==> config.mk <==
export PLATFORM = sky130hd
export DESIGN_NAME = float_div16_seq
export DESIGN_NICKNAME = d
export VERILOG_FILES = /design/src/rtl/float_div16_seq.sv
export SDC_FILE = /design/constraint.sdc
export NUM_CORES = 1
export LEC_CHECK = 0
export CELL_PAD_IN_SITES_DETAIL_PLACEMENT = 0
export CELL_PAD_IN_SITES_GLOBAL_PLACEMENT = 1
export CORE_ASPECT_RATIO = 0.7
export CORE_MARGIN = 4
export CORE_UTILIZATION = 45
export DETAILED_ROUTE_END_ITERATION = 8
export GPL_TIMING_DRIVEN = 0
export MAX_ROUTING_LAYER = met4
export PLACE_DENSITY_LB_ADDON = 0.1
export SETUP_SLACK_MARGIN = 0.2
export SLEW_MARGIN = 20
export SYNTH_ARGS = -nofsm -noshare
export SYNTH_HDL_FRONTEND = slang
export SYNTH_SLANG_ARGS = --single-unit
==> constraint.sdc <==
create_clock -name clk -period 6.9 [get_ports clk]
set_input_delay 2.07 -clock clk [delete_from_list [all_inputs] [get_ports clk]]
set_output_delay 2.07 -clock clk [all_outputs]
set_load 0.005 [all_outputs]
==> src/rtl/float_div16_seq.sv <==
// Sequential FP16 divider: restoring mantissa division, one quotient bit per cycle.
// Denormals flush to zero, quotient truncates, underflow gives zero, overflow saturates.
module float_div16_seq (
    input  logic        clk,
    input  logic        rst_n,
    input  logic        in_valid,
    output logic        in_ready,
    input  logic [15:0] dividend,
    input  logic [15:0] divisor,
    output logic        out_valid,
    input  logic        out_ready,
    output logic [15:0] quotient,
    output logic        div_by_zero
);

    localparam logic [1:0] IDLE = 2'd0;
    localparam logic [1:0] DIV  = 2'd1;
    localparam logic [1:0] DONE = 2'd2;

    logic [1:0]        state;
    logic              sign_r;
    logic signed [6:0] exp_r;
    logic [10:0]       frac_b;
    logic [11:0]       rem;
    logic [11:0]       q;
    logic [3:0]        cnt;

    logic              a_zero;
    logic              b_zero;
    logic              sign_in;
    logic signed [6:0] exp_in;

    logic [12:0]       trial;
    logic              q_bit;
    logic [11:0]       rem_next;
    logic [11:0]       q_next;
    logic [9:0]        mant_n;
    logic signed [6:0] exp_n;
    logic [15:0]       result_n;

    // in_ready is gated by rst_n so it stays low while reset is held
    assign in_ready = (state == IDLE) && rst_n;

    assign a_zero  = (dividend[14:10] == 5'd0);
    assign b_zero  = (divisor[14:10] == 5'd0);
    assign sign_in = dividend[15] ^ divisor[15];
    assign exp_in  = $signed({2'b00, dividend[14:10]}) - $signed({2'b00, divisor[14:10]}) + 7'sd15;

    assign trial    = {1'b0, rem} - {2'b00, frac_b};
    assign q_bit    = ~trial[12];
    assign rem_next = (q_bit ? trial[11:0] : rem) << 1;
    assign q_next   = {q[10:0], q_bit};

    assign mant_n = q_next[11] ? q_next[10:1] : q_next[9:0];
    assign exp_n  = q_next[11] ? exp_r : exp_r - 7'sd1;

    always_comb begin
        result_n = 16'h0000;
        if (exp_n <= 7'sd0)
            result_n = 16'h0000;
        else if (exp_n >= 7'sd31)
            result_n = {sign_r, 15'h7BFF};
        else
            result_n = {sign_r, exp_n[4:0], mant_n};
    end

    always_ff @(posedge clk or negedge rst_n) begin
        if (!rst_n) begin
            state       <= IDLE;
            sign_r      <= 1'b0;
            exp_r       <= 7'sd0;
            frac_b      <= 11'd0;
            rem         <= 12'd0;
            q           <= 12'd0;
            cnt         <= 4'd0;
            out_valid   <= 1'b0;
            quotient    <= 16'h0000;
            div_by_zero <= 1'b0;
        end else begin
            case (state)
                IDLE: begin
                    if (in_valid) begin
                        sign_r <= sign_in;
                        exp_r  <= exp_in;
                        frac_b <= {1'b1, divisor[9:0]};
                        rem    <= {2'b01, dividend[9:0]};
                        q      <= 12'd0;
                        cnt    <= 4'd11;
                        // zero operands skip the divider and complete next cycle
                        if (a_zero) begin
                            quotient    <= 16'h0000;
                            div_by_zero <= b_zero;
                            out_valid   <= 1'b1;
                            state       <= DONE;
                        end else if (b_zero) begin
                            quotient    <= {sign_in, 5'h1F, 10'h000};
                            div_by_zero <= 1'b1;
                            out_valid   <= 1'b1;
                            state       <= DONE;
                        end else begin
                            state <= DIV;
                        end
                    end
                end
                DIV: begin
                    rem <= rem_next;
                    q   <= q_next;
                    cnt <= cnt - 4'd1;
                    if (cnt == 4'd0) begin
                        quotient    <= result_n;
                        div_by_zero <= 1'b0;
                        out_valid   <= 1'b1;
                        state       <= DONE;
                    end
                end
                DONE: begin
                    if (out_ready) begin
                        out_valid   <= 1'b0;
                        div_by_zero <= 1'b0;
                        state       <= IDLE;
                    end
                end
                default: state <= IDLE;
            endcase
        end
    end

endmodule

==> run metrics <==
run status=finished, final reports clean; Pwr Density=501 nW/um2; clk root buf=clkbuf_16; Final Routed Wirelength=9940 um; most frequent cells in the layout=dfrtp_1, clkdlybuf4s50_1, nand2_1; Post-CTS Resized=0; maximum clock frequency=185 MHz; RSZ-0062 raised after global routing=no; clk slew on worst S/H paths=50 ps; dpl ws=1490 ps; Starting Density=0.475; dpl cells=602; Worst EP arrival=3320 ps; Leak Pwr=2.20 nW; Mapped Cells=427; post-synthesis sequential area ratio=0.402; WS Path Type=in2out; initial antenna violation count=0; DRC=0; mapped cell area=4110 um2; die width=122 um; dpl hpwl=7550 um; share of cells above drive strength 1=0.0865; most common cell after layout, fill and taps aside=dfrtp_1; Initial DRC Count=243; min-delay src=frac_b[10]; number of flops mapped to enable cells by yosys=0; vias per cell=5.56; slew margin rel.=0.465; synth warn=0; final core occ=0.591; FF-to-FF path depth=9; Synthesized Nets=488; CTS buffer count=9; total gr overflow=0; Fin Clk Skew=5.33 ps; Hold EP=frac_b[10]; Logic pwr share=0.565; WHS Path Cells=2; FFs w/ async S/R, synth=1.00; Worst EP required=4830 ps; number of global-route vias before repair=3409; Tot GR Track Use=0.206; Final Non-Filler Cells=617; Clock Path Buffers=2; Max IR drop VDD=0.000225 V; synthesized area per cell=9.62 um2; hold_buf cts=0; Top FF cell, synth=dfrtp_1; CTS tree=yes; DIE AREA=10700 um2; fillers=797; largest net degree at the start of global routing=50; Tot Pwr=0.00257 W; final hold vios=0; sw power=0.00108 W; critical path endpoint category=output pin; sequential power share=0.260; Worst-Margin Slew=782 ps; R2R Setup Slk=3830 ps; clock period minus worst slack=5390 ps; period utilization=0.781; Layout area overhead=24.6%; IO Count=55; R2R Path Start=frac_b[0]; #FFs+latches synth=66; clock sinks=66; worst hold path type=reg2reg; max-cap violations=0; P_int=0.00149 W; First-pass DRT Iterations=5; routability cong.=0.851; Startpoint Class=input port; post-CTS setup buffer count=0; max-slew violation count=0; input/output buffers=54; Post-DRT Antenna Nets=0; layout net count=554; Wirelength per Cell=16.1 um; clock share of power=0.176; first-pass GRT wire length=16800 um; DR vias=3429; n_diodes=0; net switching fraction of the power=0.420; H-tree levels=3; Critical R2R Capture=rem[7]; final worst setup slack=1510 ps; worst skew pair latency=330 ps; CP max FO=49; setup-violating endpoint count in the final report=0; die outline height=87.9 um; Unique masters post-synth=56; # rows=28; Core ar.=8650 um2
-- cells by family after synthesis --
kind of cell             after synthesis  share of synthesized area
flip-flops                            66                      0.402
adder cells (fa/ha/maj)               25                     0.0798
AND/OR/NAND/NOR                      113                      0.143
AO/OA/AOI/OAI                        120                      0.202
buffers and inverters                 53                     0.0509
XOR/XNOR                              17                     0.0363
multiplexers                          33                     0.0853
-- stage by stage --
step           hold WS (ps)  instance area, um2  setup TNS, ps
2_1_floorplan           418                4110              0
3_3_place_gp            436                4800           -847
3_5_place_dp            438                4820              0
4_1_cts                 451                5120              0
5_1_grt                 475                5120              0
6_report                448                5120              0
-- worst max-delay path, stage by stage --
cell and delay [ps]:
buf_4 250, buf_16 280, and2_1 170, clkdlybuf4s50_1 510
-- sequential cells by signal, summed over array words and instances (netlist names) --
signal and cells:
quotient 16, rem 12, frac_b 11, q 11
exp_r 7, cnt 4, state 2, div_by_zero 1
out_valid 1, sign_r 1
-- how the worst max path moves through the flow --
stage / from / end / slack, ps / cells past startpoint
6_report: rst_n / in_ready / 1510 / 4
3_3_place_gp: rst_n / in_ready / -850 / 3
2_1_floorplan: rst_n / in_ready / 2620 / 1
5_1_grt: rst_n / in_ready / 1400 / 4
3_5_place_dp: rst_n / in_ready / 1490 / 4
4_1_cts: rst_n / in_ready / 1470 / 4
-- routing by layer --
layer / share of wire / wire, um / track usage / vias up
met1: 0.53 / 5240 / 0.298 / 1644
li1: - / - / - / 1697
met2: 0.42 / 4210 / 0.297 / 82
met4: 0.0053 / 53 / 0.0579 / 0
met5: 0 / 0 / - / -
met3: 0.044 / 442 / 0.0387 / 6
-- cell usage after synthesis, types with 2 or more instances --
library cell / number / share of area
o21ai_1: 2 / 0.0024
nand3_1: 8 / 0.0098
o311a_1: 2 / 0.0049
o32ai_1: 2 / 0.0043
and2_1: 4 / 0.0061
and3_1: 5 / 0.0076
o211a_1: 2 / 0.0049
a22oi_1: 2 / 0.0037
xnor2_1: 11 / 0.023
o22ai_1: 10 / 0.015
dfrtp_1: 66 / 0.40
o311ai_0: 9 / 0.019
o21a_1: 6 / 0.011
a21o_1: 3 / 0.0055
a22o_1: 12 / 0.026
o21ai_0: 21 / 0.026
a21oi_1: 19 / 0.023
or3_1: 4 / 0.0061
nor3b_1: 2 / 0.0037
buf_2: 2 / 0.0024
ha_1: 23 / 0.070
a31oi_1: 9 / 0.014
nor2b_1: 3 / 0.0046
nand4_1: 3 / 0.0046
mux2_2: 16 / 0.044
nor4_1: 2 / 0.0030
nand2_1: 37 / 0.034
xor2_1: 6 / 0.013
nand2b_1: 12 / 0.018
nor3_1: 7 / 0.0085
nor4b_1: 2 / 0.0043
clkbuf_1: 17 / 0.016
mux2i_1: 17 / 0.041
fa_1: 2 / 0.0098
o22a_1: 6 / 0.013
nor2_1: 16 / 0.015
o31a_1: 3 / 0.0064
a211o_1: 2 / 0.0043
inv_1: 32 / 0.029
o211ai_1: 4 / 0.0073
-- layout make-up --
type                    count  area [um2]  share of cell area
clock inverters             5        55.1              0.0108
flip-flops and latches     66        1650               0.323
inverters                  32         120              0.0235
repair buffers             55         566               0.111
multi-input cells         308        2250               0.439
well taps                 120         150              0.0293
clock buffers              10         239              0.0467
plain buffers              21        88.8              0.0174
-- power groups by stage --
stage / Clock, W / Combinational (W) / Sequential [W]
after floorplan: 0 / 0.00104 / 0.000647
after detailed placement: 0 / 0.00144 / 0.000672
after CTS: 0.000461 / 0.00145 / 0.000665
after global placement: 0 / 0.00139 / 0.000665
final: 0.000451 / 0.00145 / 0.000666
after global routing: 0.000477 / 0.00163 / 0.000690
Note: power is estimated with default switching activity, not from simulation.
